### config.mk
export PLATFORM = sky130hd
export DESIGN_NAME = gemm_tile_sequencer
export DESIGN_NICKNAME = d
export VERILOG_FILES = /design/src/rtl/gemm_tile_sequencer_pkg.sv /design/src/rtl/gemm_tile_sequencer_drain_ctrl.sv /design/src/rtl/gemm_tile_sequencer.sv
export SDC_FILE = /design/constraint.sdc
export NUM_CORES = 1
export LEC_CHECK = 0
export ABC_AREA = 1
export CAP_MARGIN = 0
export CORE_MARGIN = 4
export CORE_UTILIZATION = 50
export DETAILED_ROUTE_END_ITERATION = 10
export HOLD_SLACK_MARGIN = 0.06
export PLACE_DENSITY = 0.75
export RECOVER_POWER = 25
export SLEW_MARGIN = 20
export SYNTH_ARGS = -nofsm -noshare
export SYNTH_HDL_FRONTEND = slang
export SYNTH_SLANG_ARGS = --single-unit
### constraint.sdc
create_clock -name clk -period 2.38 [get_ports clk]
set_clock_uncertainty 0.15 [all_clocks]
set_input_delay 0.238 -clock clk [delete_from_list [all_inputs] [get_ports clk]]
set_output_delay 0.238 -clock clk [all_outputs]
set_load 0.05 [all_outputs]
### src/rtl/gemm_tile_sequencer_pkg.sv
// Shared configuration and state encoding for the GEMM tile sequencer.
package gemm_tile_sequencer_pkg;

  localparam int SUPER_SYS_ROWS = 16;
  localparam int CORE_ROWS      = 4;
  localparam int CORE_COLS      = 4;
  localparam int ACC_DEPTH      = 64;
  localparam int FLUSH_LAT      = 40;

  typedef enum logic [2:0] {
    IDLE,
    WLOAD,
    WAIT_HI,
    FEED,
    FLUSH,
    DRAIN
  } seq_state_e;

  // Largest of three values; sizes the shared phase counter.
  function automatic int max3(input int a, input int b, input int c);
    int m;
    m = a;
    if (b > m) m = b;
    if (c > m) m = c;
    return m;
  endfunction

endpackage

### src/rtl/gemm_tile_sequencer_drain_ctrl.sv
// Drain controller: issues accumulator bank reads one beat at a time,
// holds the registered result-valid flag, and flags drain underflow.
module drain_ctrl #(
  parameter int ROW_W = 7
) (
  input  logic             clk,
  input  logic             rst,
  input  logic             start,
  input  logic             active,
  input  logic [ROW_W-1:0] rows,
  input  logic [3:0]       acc_empty,
  input  logic             out_ready,
  output logic [3:0]       accums_rd_en,
  output logic             out_valid,
  output logic             last_beat,
  output logic             err
);

  logic [ROW_W-1:0] rows_left;
  logic             valid_q;
  logic             err_q;
  logic             issue;

  // Read only when the output slot is free or being freed, beats remain and no bank is empty.
  always_comb begin
    issue        = active && (!valid_q || out_ready) && (rows_left != '0) && (acc_empty == '0);
    accums_rd_en = {4{issue}};
    out_valid    = valid_q;
    err          = err_q;
    last_beat    = active && valid_q && out_ready && (rows_left == '0);
  end

  // Beat counter, registered valid (data lands one cycle after the read) and sticky underflow.
  always_ff @(posedge clk or posedge rst) begin
    if (rst) begin
      rows_left <= '0;
      valid_q   <= 1'b0;
      err_q     <= 1'b0;
    end else begin
      if (start) begin
        rows_left <= rows;
      end else if (issue) begin
        rows_left <= rows_left - ROW_W'(1);
      end
      valid_q <= issue || (valid_q && !out_ready);
      if (active && (rows_left != '0) && (acc_empty != '0) && !valid_q) begin
        err_q <= 1'b1;
      end
    end
  end

endmodule

### src/rtl/gemm_tile_sequencer.sv
// Command-driven sequencer for one tiled matrix-multiply pass: per K-tile
// weight load, input feed and pipeline flush, then a drain of the banks.
module gemm_tile_sequencer #(
  parameter int SUPER_SYS_ROWS = gemm_tile_sequencer_pkg::SUPER_SYS_ROWS,
  parameter int CORE_ROWS      = gemm_tile_sequencer_pkg::CORE_ROWS,
  parameter int CORE_COLS      = gemm_tile_sequencer_pkg::CORE_COLS,
  parameter int ACC_DEPTH      = gemm_tile_sequencer_pkg::ACC_DEPTH,
  parameter int FLUSH_LAT      = gemm_tile_sequencer_pkg::FLUSH_LAT
) (
  input  logic                         clk,
  input  logic                         rst,
  input  logic                         cmd_valid,
  output logic                         cmd_ready,
  input  logic [$clog2(ACC_DEPTH):0]   cmd_rows,
  input  logic [7:0]                   cmd_ktiles,
  input  logic [CORE_ROWS-2:0]         cmd_if_mux_sel,
  input  logic [CORE_COLS-1:0]         cmd_w_mux_sel,
  input  logic                         ready_for_HI,
  input  logic [3:0]                   acc_empty,
  output logic                         wfetch,
  output logic                         if_en,
  output logic                         store,
  output logic                         overwrite,
  output logic [CORE_ROWS-2:0]         if_mux_sel,
  output logic [CORE_COLS-1:0]         w_mux_sel,
  output logic [3:0]                   accums_rd_en,
  output logic                         out_valid,
  input  logic                         out_ready,
  output logic                         busy,
  output logic                         done,
  output logic                         err
);

  import gemm_tile_sequencer_pkg::*;

  localparam int ROW_W = $clog2(ACC_DEPTH) + 1;
  localparam int CNT_W = $clog2(gemm_tile_sequencer_pkg::max3(SUPER_SYS_ROWS, FLUSH_LAT, ACC_DEPTH)) + 1;

  seq_state_e           state, state_d;
  logic [CNT_W-1:0]     cnt, cnt_d;
  logic [7:0]           kt, kt_d;
  logic [7:0]           ktiles_q;
  logic [ROW_W-1:0]     rows_q;
  logic [CORE_ROWS-2:0] if_sel_q;
  logic [CORE_COLS-1:0] w_sel_q;
  logic                 done_q, done_d;
  logic                 accept;
  logic                 drain_start;
  logic                 drain_active;
  logic                 drain_last;

  // Next-state, phase counter, tile counter and datapath strobes.
  always_comb begin
    state_d      = state;
    cnt_d        = cnt;
    kt_d         = kt;
    done_d       = 1'b0;
    drain_start  = 1'b0;
    accept       = (state == IDLE) && cmd_valid;
    cmd_ready    = (state == IDLE);
    busy         = (state != IDLE);
    drain_active = (state == DRAIN);
    wfetch       = (state == WLOAD);
    if_en        = (state == FEED) && ready_for_HI;
    store        = (state == FEED) || (state == FLUSH);
    overwrite    = store && (kt == '0);
    if_mux_sel   = if_sel_q;
    w_mux_sel    = w_sel_q;
    done         = done_q;
    unique case (state)
      IDLE: begin
        if (accept) begin
          kt_d  = '0;
          cnt_d = '0;
          if ((cmd_rows == '0) || (cmd_ktiles == '0)) begin
            done_d = 1'b1;
          end else begin
            state_d = WLOAD;
          end
        end
      end
      WLOAD: begin
        if (cnt == CNT_W'(SUPER_SYS_ROWS - 1)) begin
          cnt_d   = '0;
          state_d = WAIT_HI;
        end else begin
          cnt_d = cnt + CNT_W'(1);
        end
      end
      WAIT_HI: begin
        if (ready_for_HI) state_d = FEED;
      end
      FEED: begin
        if (ready_for_HI) begin
          if (cnt == CNT_W'(rows_q - ROW_W'(1))) begin
            cnt_d   = '0;
            state_d = FLUSH;
          end else begin
            cnt_d = cnt + CNT_W'(1);
          end
        end
      end
      FLUSH: begin
        if (cnt == CNT_W'(FLUSH_LAT - 1)) begin
          cnt_d = '0;
          if (kt != ktiles_q - 8'd1) begin
            kt_d    = kt + 8'd1;
            state_d = WLOAD;
          end else begin
            drain_start = 1'b1;
            state_d     = DRAIN;
          end
        end else begin
          cnt_d = cnt + CNT_W'(1);
        end
      end
      DRAIN: begin
        if (drain_last) begin
          done_d  = 1'b1;
          state_d = IDLE;
        end
      end
      default: state_d = IDLE;
    endcase
  end

  // State, counters and the registered done pulse.
  always_ff @(posedge clk or posedge rst) begin
    if (rst) begin
      state  <= IDLE;
      cnt    <= '0;
      kt     <= '0;
      done_q <= 1'b0;
    end else begin
      state  <= state_d;
      cnt    <= cnt_d;
      kt     <= kt_d;
      done_q <= done_d;
    end
  end

  // Command fields captured on acceptance and held until the next one.
  always_ff @(posedge clk or posedge rst) begin
    if (rst) begin
      rows_q   <= '0;
      ktiles_q <= '0;
      if_sel_q <= '0;
      w_sel_q  <= '0;
    end else if (accept) begin
      rows_q   <= cmd_rows;
      ktiles_q <= cmd_ktiles;
      if_sel_q <= cmd_if_mux_sel;
      w_sel_q  <= cmd_w_mux_sel;
    end
  end

  drain_ctrl #(
    .ROW_W (ROW_W)
  ) u_drain (
    .clk          (clk),
    .rst          (rst),
    .start        (drain_start),
    .active       (drain_active),
    .rows         (rows_q),
    .acc_empty    (acc_empty),
    .out_ready    (out_ready),
    .accums_rd_en (accums_rd_en),
    .out_valid    (out_valid),
    .last_beat    (drain_last),
    .err          (err)
  );

endmodule

=== After elaboration in Yosys (flattened, before gate mapping) ===
Cells that the tools add are included.

* Flip-flop bits (word level): 50
* Input port bits: 31
* Output and inout bits: 20
* Logic and storage cells: 97

* Add/subtract/negate cells: 5
* Equality and inequality tests: 18
* Mux-type cells: 29
* Reductions and logical operators: 34

{| class="wikitable"
|+ Operator list
! cell !! count
|-
| $mux 7 || 7
|-
| $pmux 7 s4 || 1
|-
| $mux 3 || 9
|-
| $mux 8 || 3
|-
| $pmux 3 s6 || 1
|-
| $logic_not 8->1 || 2
|-
| $pmux 8 s2 || 1
|-
| $logic_not 7->1 || 2
|-
| $sub 7x1->7 const B || 2
|-
| $logic_and 1x1->1 || 13
|-
| $ne 2x1->1 const B || 5
|-
| $add 8x1->8 const B || 1
|-
| $ne 2x2->1 const B || 4
|-
| $ne 8x8->1 || 1
|-
| $reduce_and 8->1 || 1
|-
| $reduce_bool 4->1 || 2
|-
| $sub 8x1->8 const B || 1
|-
| $add 7x1->7 const B || 1
|-
| $eq 7x4->1 const B || 1
|-
| $eq 7x6->1 const B || 1
|-
| $eq 7x7->1 || 1
|-
| $reduce_bool 7->1 || 1
|-
| $eq 3x2->1 const B || 2
|-
| $eq 3x3->1 const B || 2
|-
| other kinds (11) || 21
|}

=== Longest topological paths before layout ===
Gate-level depths: netlist of the first run.

* Depth after elaboration: 7
* Gate-level depth with buffers: 16
* Gate-level depth less buffers: 15

=== Modules after synthesis ===
A second synthesis of the first run with hierarchy kept.

* Cell total of the unflattened synthesis: 477
* Area total of the unflattened synthesis: 3405.8 sq um

{| class="wikitable"
|+ Modules (own cells, without submodules)
! module !! instances !! cells an instance !! area each (sq um) !! sequential area each (sq um)
|-
| gemm_tile_sequencer || 1 || 380 || 2707.6 || 1026.0
|-
| drain_ctrl || 1 || 97 || 698.2 || 225.2
|}

=== Worst setup path before layout of the first run ===
OpenSTA, ideal clock, no wires.

* Path kind: register -> output
* Start point: reg state[0]
* End point: out overwrite
* Arrival: 1.744 ns
* Required time: 1.992 ns
* Path slack: 0.248 ns
* Stages on the path, launching flop included: 7
* Path buffers: 1
* Cells stage by stage: dfrtp_1 > nor2_2 > inv_2 > nor2_4 > inv_2 > buf_4 > a21oi_1

* Longest elaborated chain between the ends: 3
* Elaborated cells between the ends (all ways): 4
* Classes of those cells: 2 x eq/ne; 2 x reduce/logical

{| class="wikitable"
|+ Ends and longest elaborated chain
! what !! RTL line !! RTL
|-
| start, declared || gemm_tile_sequencer.sv:39 || <nowiki>seq_state_e state, state_d;</nowiki>
|-
| start signal, assigned || gemm_tile_sequencer.sv:135 || <nowiki>state <= state_d;</nowiki>
|-
| $eq 3x2->1 or $eq 3x3->1 (tied branches) || gemm_tile_sequencer.sv:65 || <nowiki>store = (state == FEED) || (state == FLUSH);</nowiki>
|-
| $logic_or 1x1->1 (*) || gemm_tile_sequencer.sv:65 ||
|-
| $logic_and 1x1->1 (*) || gemm_tile_sequencer.sv:66 || <nowiki>overwrite = store && (kt == '0);</nowiki>
|-
| end, declared || gemm_tile_sequencer.sv:23 || <nowiki>output logic overwrite,</nowiki>
|}

Mark *: on every way between the ends. The rest lies on a longest branch, timed or not.

=== Final worst setup path of the first run ===
* Start point: reg u_drain.rows_left[0]
* End point: out accums_rd_en[2]

* Longest elaborated chain between the ends: 3

{| class="wikitable"
|+ Ends and longest elaborated chain
! what !! RTL line !! RTL
|-
| start, declared || gemm_tile_sequencer_drain_ctrl.sv:19 || <nowiki>logic [ROW_W-1:0] rows_left;</nowiki>
|-
| start signal, assigned || gemm_tile_sequencer_drain_ctrl.sv:41 || <nowiki>rows_left <= rows;</nowiki>
|-
| start signal, assigned || gemm_tile_sequencer_drain_ctrl.sv:43 || <nowiki>rows_left <= rows_left - ROW_W'(1);</nowiki>
|-
| $reduce_bool 7->1 || gemm_tile_sequencer_drain_ctrl.sv:26 || <nowiki>issue = active && (!valid_q || out_ready) && (rows_left != '0) && (acc_empty == '0);</nowiki>
|-
| $logic_and 1x1->1 (2 in a row) || gemm_tile_sequencer_drain_ctrl.sv:26 ||
|-
| end, declared || gemm_tile_sequencer.sv:26 || <nowiki>output logic [3:0] accums_rd_en,</nowiki>
|}

Every way passes these cells.

==> metrics.md, run 1 <==
| Metric | Value |
|---|---|
| Status | `complete, no violations` |
| Lkg Pwr | `2.002 nW` |
| Rel. slew slack | `39.01%` |
| Adder-cell area share of the yosys netlist | `2.229%` |
| Final max-slew violation count | `0` |
| Synthesized netlist cell count | `479` |
| Final nets | `571` |
| First-pass DRT Iterations | `4` |
| Synth Warn # | `0` |
| Synth Register Bits | `50` |
| Final hold vios | `0` |
| Synth Area in XOR/XNOR | `5.461%` |
| Synth cell count leaders | `154 x nand2_1, 53 x nor2_1, 50 x dfrtp_1, 49 x nand3_1, 48 x inv_1` |
| Grt ovf | `0` |
| Post-synth EDFFs | `0` |
| Total number of vias | `3207` |
| Avg WL per Cell | `13.08 µm` |
| Drt via density | `5.249` |
| Synth top area share | `37.15%` |
| Avg Synthesized Cell Area | `7.032 µm²` |
| Main combinational cell family by area after synthesis | `simple AND/OR/NAND/NOR gates` |
| Port Buffers | `50` |
| DRT iter0 DRCs | `188` |
| Max cap viols | `0` |
| # diodes | `0` |
| Final Core Density | `63.75%` |
| Power per Cell Area | `1183 nW/µm²` |
| Post-DP HPWL | `6249 µm` |
| Crit path required time | `1.99 ns` |
| Post-synth ARST share | `100.0%` |
| Compound-Gate Fraction of Synth Area | `6.761%` |
| Net count after synthesis | `516` |
| Crit Path Category | `reg2out` |
| Vias in the first global route | `2986` |
| Sequential share of the synthesized area | `37.15%` |
| H-tree levels | `2` |
| Worst hold slack | `0.3106 ns` |
| Post-layout min period | `2.250 ns` |
| Clk slew on worst S/H paths | `0.09 ns` |
| Io pins | `51` |
| Largest net degree at the start of global routing | `37` |
| Die Footprint | `8114 µm²` |
| Crit path arrival time | `1.86 ns` |
| ANT nets after route | `0` |
| Root buffer cell | `clkbuf_8` |
| Max Fclk | `0.4444 GHz` |
| Dominant cell by count in the synthesized netlist | `nand2_1` |
| Top post-synthesis cells by area | `dfrtp_1 37%, nand2_1 17%, nand3_1 7.3%` |
| Floorplan Core Area | `6459 µm²` |
| Chip Height | `90.08 µm` |
| Critical Path End Type | `output pin` |
| Die span in x | `90.08 µm` |
| Fraction of layout cells with a size suffix above 1 | `12.55%` |
| Clock sinks | `50` |
| Post-synth top flop | `dfrtp_1` |
| Final period utilization | `94.55%` |
| CTS tree | `done` |
| Initial core utilization | `52.15%` |
| Total Power | `4.873 mW` |
| CP max FO | `7` |
| Simple-gate share of the synthesized area | `39.34%` |
| Post-synthesis mux area share | `0%` |
| Row cnt | `29` |
| # DRC | `0` |
| Hold WC Path Type | `reg2reg` |
| Fin Setup TNS | `0 ns` |
| Layout area overhead | `22.25%` |
| Library cells used by synthesis | `36` |
| Placer Congestion | `0.9397` |
| Initial antenna violation count | `0` |
| Worst vdd ir | `0.9500 mV` |
| Final WL | `7991 µm` |
| Hold Buf Count CTS | `0` |
| Least-Margin Pin Slew | `0.9139 ns` |
| Yosys top cell by area | `dfrtp_1` |
| Startpoint types | `flop` |
| # setup viols final | `0` |
| Clk_lat worst skew | `0.31 ns` |
| First-pass GRT wire length | `13720 µm` |
| Max Root-Sink Buffers | `2` |
| TritonCTS buffer count | `5` |
| Mapped cell area | `3368 µm²` |
| All-Layer GR Usage | `20.12%` |
cell type report:
| cell class | instances | area [µm²] |
|---|---|---|
| multi-input cells | 360 | 1829 |
| well taps | 77 | 96.34 |
| fillers | 593 | 2341 |
| flip-flops and latches | 50 | 1251 |
| clock inverters | 1 | 30.03 |
| clock buffers | 6 | 82.58 |
| repair buffers | 59 | 601.8 |
| inverters | 58 | 226.5 |
path summary, 6_finish.rpt:
| path | start | end | slack (ns) | depth (start not counted) |
|---|---|---|---|---|
| worst max register to register | ktiles_q[0] | u_drain.rows_left[0] | 0.25 | 15 |
| worst max-delay path | u_drain.rows_left[0] | accums_rd_en[2] | 0.13 | 8 |
| min in group asynchronous | rst | if_mux_sel[1] | 0.41 | 2 |
| max in group asynchronous | rst | u_drain.rows_left[2] | 0.48 | 3 |
| worst min register to register | u_drain.err | u_drain.err | 0.31 | 1 |
| worst min-delay path | u_drain.err | u_drain.err | 0.31 | 1 |
critical path, cell delays in order, from the launching register on:
cell        delay (ns)
dfrtp_1           0.39
inv_1             0.08
ha_2              0.20
nand3_1           0.11
nor2_2            0.15
nor2_1            0.07
nand3_2           0.09
clkinvlp_4        0.23
buf_12            0.23
power breakdown:
part | switching [mW] | internal, mW | total [mW]
registers | 0.293 | 1.14 | 1.43
clock network | 0.289 | 0.337 | 0.626
logic | 1.85 | 0.971 | 2.82
layer usage:
metal	global-route usage [%]	wire, µm	up-vias
met2	32.61	3580	98
met3	5.175	544	6
met5	0	0	-
li1	-	-	1624
met1	27.34	3806	1479
met4	3.954	59	0
cells by family (layout without fill, tap and decap cells):
family,count (synthesis),count (layout)
DFF,50,50
AOI/OAI and AO/OA,38,38
adders and majority gates,6,6
xor gates and xnor gates,21,21
and+or+nand+nor,295,295
buffers and inverters,69,124
registers in the layout (all words and copies together) (netlist names):
signal and cells:
kt 8, if_mux_sel 3, state 3, rows_q 7, cnt 7, u_drain.err 1, u_drain.rows_left 7, ktiles_q 8
u_drain.out_valid 1, done 1, w_mux_sel 4
stage by stage:
stage / setup slack (ns) / std cells / instance area, µm²
floorplan: 0.2479 / 479 / 3368
global placement: 0.1843 / 601 / 3965
detailed placement: 0.1656 / 601 / 3965
CTS: 0.03278 / 608 / 4078
global route: -0.009602 / 611 / 4118
finish: 0.1297 / 611 / 4118
placed cells by master, fill, tap and decap left out, types with 5 or more instances in the layout:
cell and count:
buf_12 5, buf_4 13, clkbuf_8 6, clkdlybuf4s50_1 39
dfrtp_1 50, inv_1 45, inv_2 9, nand2_1 154
nand2_2 5, nand3_1 49, nand4_1 10, nor2_1 52
nor2_4 5, nor3_1 5, o21ai_0 18, o21ai_1 6
o21ai_2 8, xnor2_1 7, xor2_1 14
repair_timing:
item | in CTS | in global routing
resized for setup | 0 | 7
setup buffers | 0 | 3
setup endpoints to repair | 0 | 11
Power figures use the tool's default switching activity.
==> inputs of run 2 (changes only) <==
Settings changed: CORE_ASPECT_RATIO set to 0.8, PLACE_DENSITY 0.75 to 0.78, SYNTH_HIERARCHICAL set to 1.
Clock period 2.38 ns to 2 ns, I/O delays scaled along.
==> run 2 against run 1 <==
The flow now finishes with violations (setup timing); clock power is 2% lower; sequential share of layout area fell by 2.9 points; final area is 11% higher; critical path depth is 7 higher; die area increased by 1.1%.
==> metrics.md, run 2 <==
| Metric | Value |
|---|---|
| Sw Pwr | `3.152 mW (was 2.429 mW)` |
| Clk slew on worst S/H paths | `0.10 ns (was 0.09 ns)` |
| WHS Path Cells | `3 (was 1)` |
| Post-synth top flop | `dfrtp_1 (unchanged)` |
| Row cnt | `26 (was 29)` |
| CTS tree | `done (unchanged)` |
| Compound-Gate Fraction of Synth Area | `8.009% (was 6.761%)` |
| Port Buffers | `50 (unchanged)` |
| Rel. slew slack | `61.01% (was 39.01%)` |
| Synthesized netlist cell count | `477 (was 479)` |
| Worst vdd ir | `0.9984 mV (was 0.9500 mV)` |
| ANT nets after route | `0 (unchanged)` |
| Power per Cell Area | `1411 nW/µm² (was 1183 nW/µm²)` |
| Met2 Wirelength | `3968 µm (was 3580 µm)` |
| RSZ-0062 raised after global routing | `true` |
| Max Fclk | `0.4762 GHz` |
| Max incr delay on CP | `0.40 ns (was 0.39 ns)` |
| Root buffer cell | `clkbuf_8 (unchanged)` |
| Fraction of layout cells with a size suffix above 1 | `22.36% (was 12.55%)` |
| Library cells used by synthesis | `38 (was 36)` |
| Fin cells | `643 (was 611)` |
| Clock network power share | `9.5% (was 12.8%)` |
| Avg WL per Cell | `13.36 µm (was 13.08 µm)` |
| FF-to-FF setup slack | `-0.10 ns (was 0.25 ns)` |
| Worst setup margin | `-0.1001 ns (was 0.1297 ns)` |
| Avg Synthesized Cell Area | `7.140 µm² (was 7.032 µm²)` |
| Chip Height | `81.82 µm (was 90.08 µm)` |
| Final Cell Area | `4554 µm² (was 4118 µm²)` |
| Crit-path most repeated cell | `nand2_1` |
| Die Footprint | `8205 µm² (was 8114 µm²)` |
| Final period utilization | `105.0%` |
| Placer Congestion | `0.8570 (was 0.9397)` |
| Final Core Density | `70.00% (was 63.75%)` |
| # DRC | `0 (unchanged)` |
| Power share of the combinational group | `64.3% (was 57.8%)` |
| Top Registers | `kt (8), ktiles_q (8) (unchanged)` |
| Final WL | `8592 µm (was 7991 µm)` |
| End of the worst hold path | `if_mux_sel[2] (was u_drain.err)` |
| First-pass GRT wire length | `14280 µm (was 13720 µm)` |
| All-Layer GR Usage | `21.75% (was 20.12%)` |
| Drt via density | `5.081 (was 5.249)` |
| Max Root-Sink Buffers | `2 (unchanged)` |
| Int Power | `3.276 mW (was 2.445 mW)` |
| Final max-slew violation count | `0 (unchanged)` |
| Largest delay share family, worst path | `simple AND/OR/NAND/NOR gates (was buffers and inverters)` |
| Synth top area share | `36.74% (was 37.15%)` |
| Worst r2r dst | `u_drain/rows_left[1] (was u_drain.rows_left[0])` |
| DP Worst Slack | `-0.2045 ns (was 0.1656 ns)` |
| Lkg Pwr | `2.200 nW (was 2.002 nW)` |
| CP Launch Point | `ktiles_q[0] (was u_drain.rows_left[0])` |
| Commonest non-fill, non-tap cell in the layout | `nand2_1 (unchanged)` |
| Floorplan Core Area | `6506 µm² (was 6459 µm²)` |
| Worst Min Path Start | `cmd_if_mux_sel[2] (was u_drain.err)` |
| CP max FO | `11 (was 7)` |
| Mapped cell area | `3406 µm² (was 3368 µm²)` |
| # setup viols final | `17 (was 0)` |
| Sequential share of the synthesized area | `36.74% (was 37.15%)` |
| Main combinational cell family by area after synthesis | `simple AND/OR/NAND/NOR gates (unchanged)` |
| Sequential share of power | `26.2% (was 29.3%)` |
| Clk_lat worst skew | `0.30 ns (was 0.31 ns)` |
| Least-Margin Pin Slew | `0.5849 ns (was 0.9139 ns)` |
| Slowest cell on the critical path | `dfrtp_1 (unchanged)` |
| Critical Path End Type | `flop (was output pin)` |
| Area after DPL | `4228 µm² (was 3965 µm²)` |
| Post-layout min period | `2.100 ns` |
| Initial core utilization | `52.35% (was 52.15%)` |
| Adder-cell area share of the yosys netlist | `2.572% (was 2.229%)` |
| Cells after DPL | `622 (was 601)` |
| Synth cell count leaders | `162 x nand2_1, 56 x inv_1, 50 x dfrtp_1, 42 x nor2_1, 36 x nand3_1 (was 154 x nand2_1, 53 x nor2_1, 50 x dfrtp_1, 49 x nand3_1, 48 x inv_1)` |
| Layout area overhead | `33.73% (was 22.25%)` |
| Max cap viols | `0 (unchanged)` |
| Synth Register Bits | `50 (unchanged)` |
| Commonest non-fill, non-tap cells in the layout | `157 x nand2_1, 50 x dfrtp_1, 47 x inv_1, 39 x clkdlybuf4s50_1, 33 x nor2_1 (was 154 x nand2_1, 52 x nor2_1, 50 x dfrtp_1, 49 x nand3_1, 45 x inv_1)` |
| Total Power | `6.428 mW (was 4.873 mW)` |
| Grt ovf | `0 (unchanged)` |
| Io pins | `51 (unchanged)` |
| Post-synth ARST share | `100.0% (unchanged)` |
| First-pass DRT Iterations | `4 (unchanged)` |
| Wire length on met1 | `4052 µm (was 3806 µm)` |
| Routed wl met3 | `524 µm (was 544 µm)` |
| Post-synthesis mux area share | `0% (unchanged)` |
| Synth Warn # | `6 (was 0)` |
| Yosys top cell by area | `dfrtp_1 (unchanged)` |
| # diodes | `0 (unchanged)` |
| Post-DP HPWL | `6647 µm (was 6249 µm)` |
| Final nets | `596 (was 571)` |
| Switch share | `49.03% (was 49.83%)` |
| Failing checks | `setup timing` |
| DRT iter0 DRCs | `209 (was 188)` |
| Vias in the first global route | `3144 (was 2986)` |
| FF-to-FF path depth | `15 (unchanged)` |
| Simple-gate share of the synthesized area | `38.24% (was 39.34%)` |
| Die span in x | `100.3 µm (was 90.08 µm)` |
| Synth Area in XOR/XNOR | `4.372% (was 5.461%)` |
| Max layer used | `met4 (unchanged)` |
| Hold WC Path Type | `in2reg (was reg2reg)` |
| Critical path buffers and inverters | `2 (was 3)` |
| Crit path arrival time | `2.19 ns (was 1.86 ns)` |
| Post-synth EDFFs | `0 (unchanged)` |
| Net count after synthesis | `515 (was 516)` |
| Clock sinks | `50 (unchanged)` |
| Startpoint types | `flop (unchanged)` |
| Ordered cell list for the critical path | `inv_2 -> ha_4 -> nand2_1 -> nand2_1 -> nand2_1 -> nand2_1 -> nand3_1 -> nor2_2 -> nand4_1 -> nor2_2 -> buf_6 -> nand2_1 -> o21ai_1 -> nand2_1 -> o21ai_2 (was inv_1 -> ha_2 -> nand3_1 -> nor2_2 -> nor2_1 -> nand3_2 -> clkinvlp_4 -> buf_12)` |
| Crit path required time | `2.09 ns (was 1.99 ns)` |
| Status | `finished, violations left (was complete, no violations)` |
| Largest net degree at the start of global routing | `42 (was 37)` |
| Total number of vias | `3267 (was 3207)` |
| Initial antenna violation count | `0 (unchanged)` |
| Dominant cell by count in the synthesized netlist | `nand2_1 (unchanged)` |
| Final hold vios | `0 (unchanged)` |
| Crit Path Category | `reg2reg (was reg2out)` |
| FF-to-FF Start | `ktiles_q[0] (unchanged)` |
| H-tree levels | `2 (unchanged)` |
| Top post-synthesis cells by area | `dfrtp_1 37%, nand2_1 18%, inv_1 6.2% (was dfrtp_1 37%, nand2_1 17%, nand3_1 7.3%)` |
| TritonCTS buffer count | `5 (unchanged)` |
[run 2: changes by cell type after synthesis, sizes merged, moves of 3 or more]
cell and change:
nor2 -10, a21oi +3, nand2 +8, o21ai +3
nand3 -11, inv +7
[run 2: how the worst max path moves through the flow]
stage               cells past startpoint  slack [ns]              endpoint
floorplan                              16       -0.09  u_drain/rows_left[0]
global placement                       16       -0.15  u_drain/rows_left[1]
detailed placement                     16       -0.20  u_drain/rows_left[1]
CTS                                    16       -0.09  u_drain/rows_left[1]
global route                           16       -0.30  u_drain/rows_left[0]
finish                                 15       -0.10  u_drain/rows_left[1]
[run 2: cells by family (layout without fill, tap and decap cells)]
group	after synthesis	count (layout)
and+or+nand+nor	282	282
buffers and inverters	77	159
DFF	50	50
AOI/OAI and AO/OA	44	44
xor gates and xnor gates	17	17
adders and majority gates	7	7
[run 2: area by class of cell]
| type | count | area, µm² |
|---|---|---|
| well taps | 84 | 105.1 |
| inverters | 65 | 265.3 |
| repair buffers | 86 | 900.9 |
| multi-input cells | 350 | 1941 |
| clock buffers | 7 | 86.33 |
| fillers | 542 | 1952 |
| clock inverters | 1 | 5.005 |
| flip-flops and latches | 50 | 1251 |
[run 2: stage by stage]
stage	TNS, ns	hold slack (ns)
floorplan	-0.4899	-0.1221
global placement	-0.8995	0.3113
detailed placement	-1.293	0.3087
CTS	-1.000	0.2855
global route	-4.429	0.2812
finish	-1.030	0.2930
[run 2: per-layer routing]
layer	GRT usage (%)	vias up
li1	-	1659
met1	29.60	1515
met2	36.90	89
met3	3.905	4
met4	3.903	0
met5	0	-
[run 2: power groups by stage]
stage | Clock [mW] | Sequential [mW] | Combinational (mW)
2_1_floorplan | 0 | 1.88 | 2.37
3_3_place_gp | 0 | 1.67 | 3.72
3_5_place_dp | 0 | 1.68 | 3.84
4_1_cts | 0.625 | 1.67 | 4.01
5_1_grt | 0.671 | 1.74 | 4.54
6_report | 0.613 | 1.68 | 4.13
[run 2: repair_timing]
action                                  in CTS  in global routing
resized for setup                           19                 22
endpoints found under the setup margin      16                 32
gates cloned                                 0                  0
hold buffers                                 1                  0
endpoints found under the hold margin        9                  0
buffers inserted                             9                  3
pin swaps                                    7                 13
[run 2: worst register-to-register path, delay by kind of cell, from the launching register on]
family | cells | cell delay (ns)
fa+ha+maj | 1 | 0.14
buf+inv | 2 | 0.25
flops | 1 | 0.40
compound gates | 2 | 0.11
simple gates | 10 | 1.00
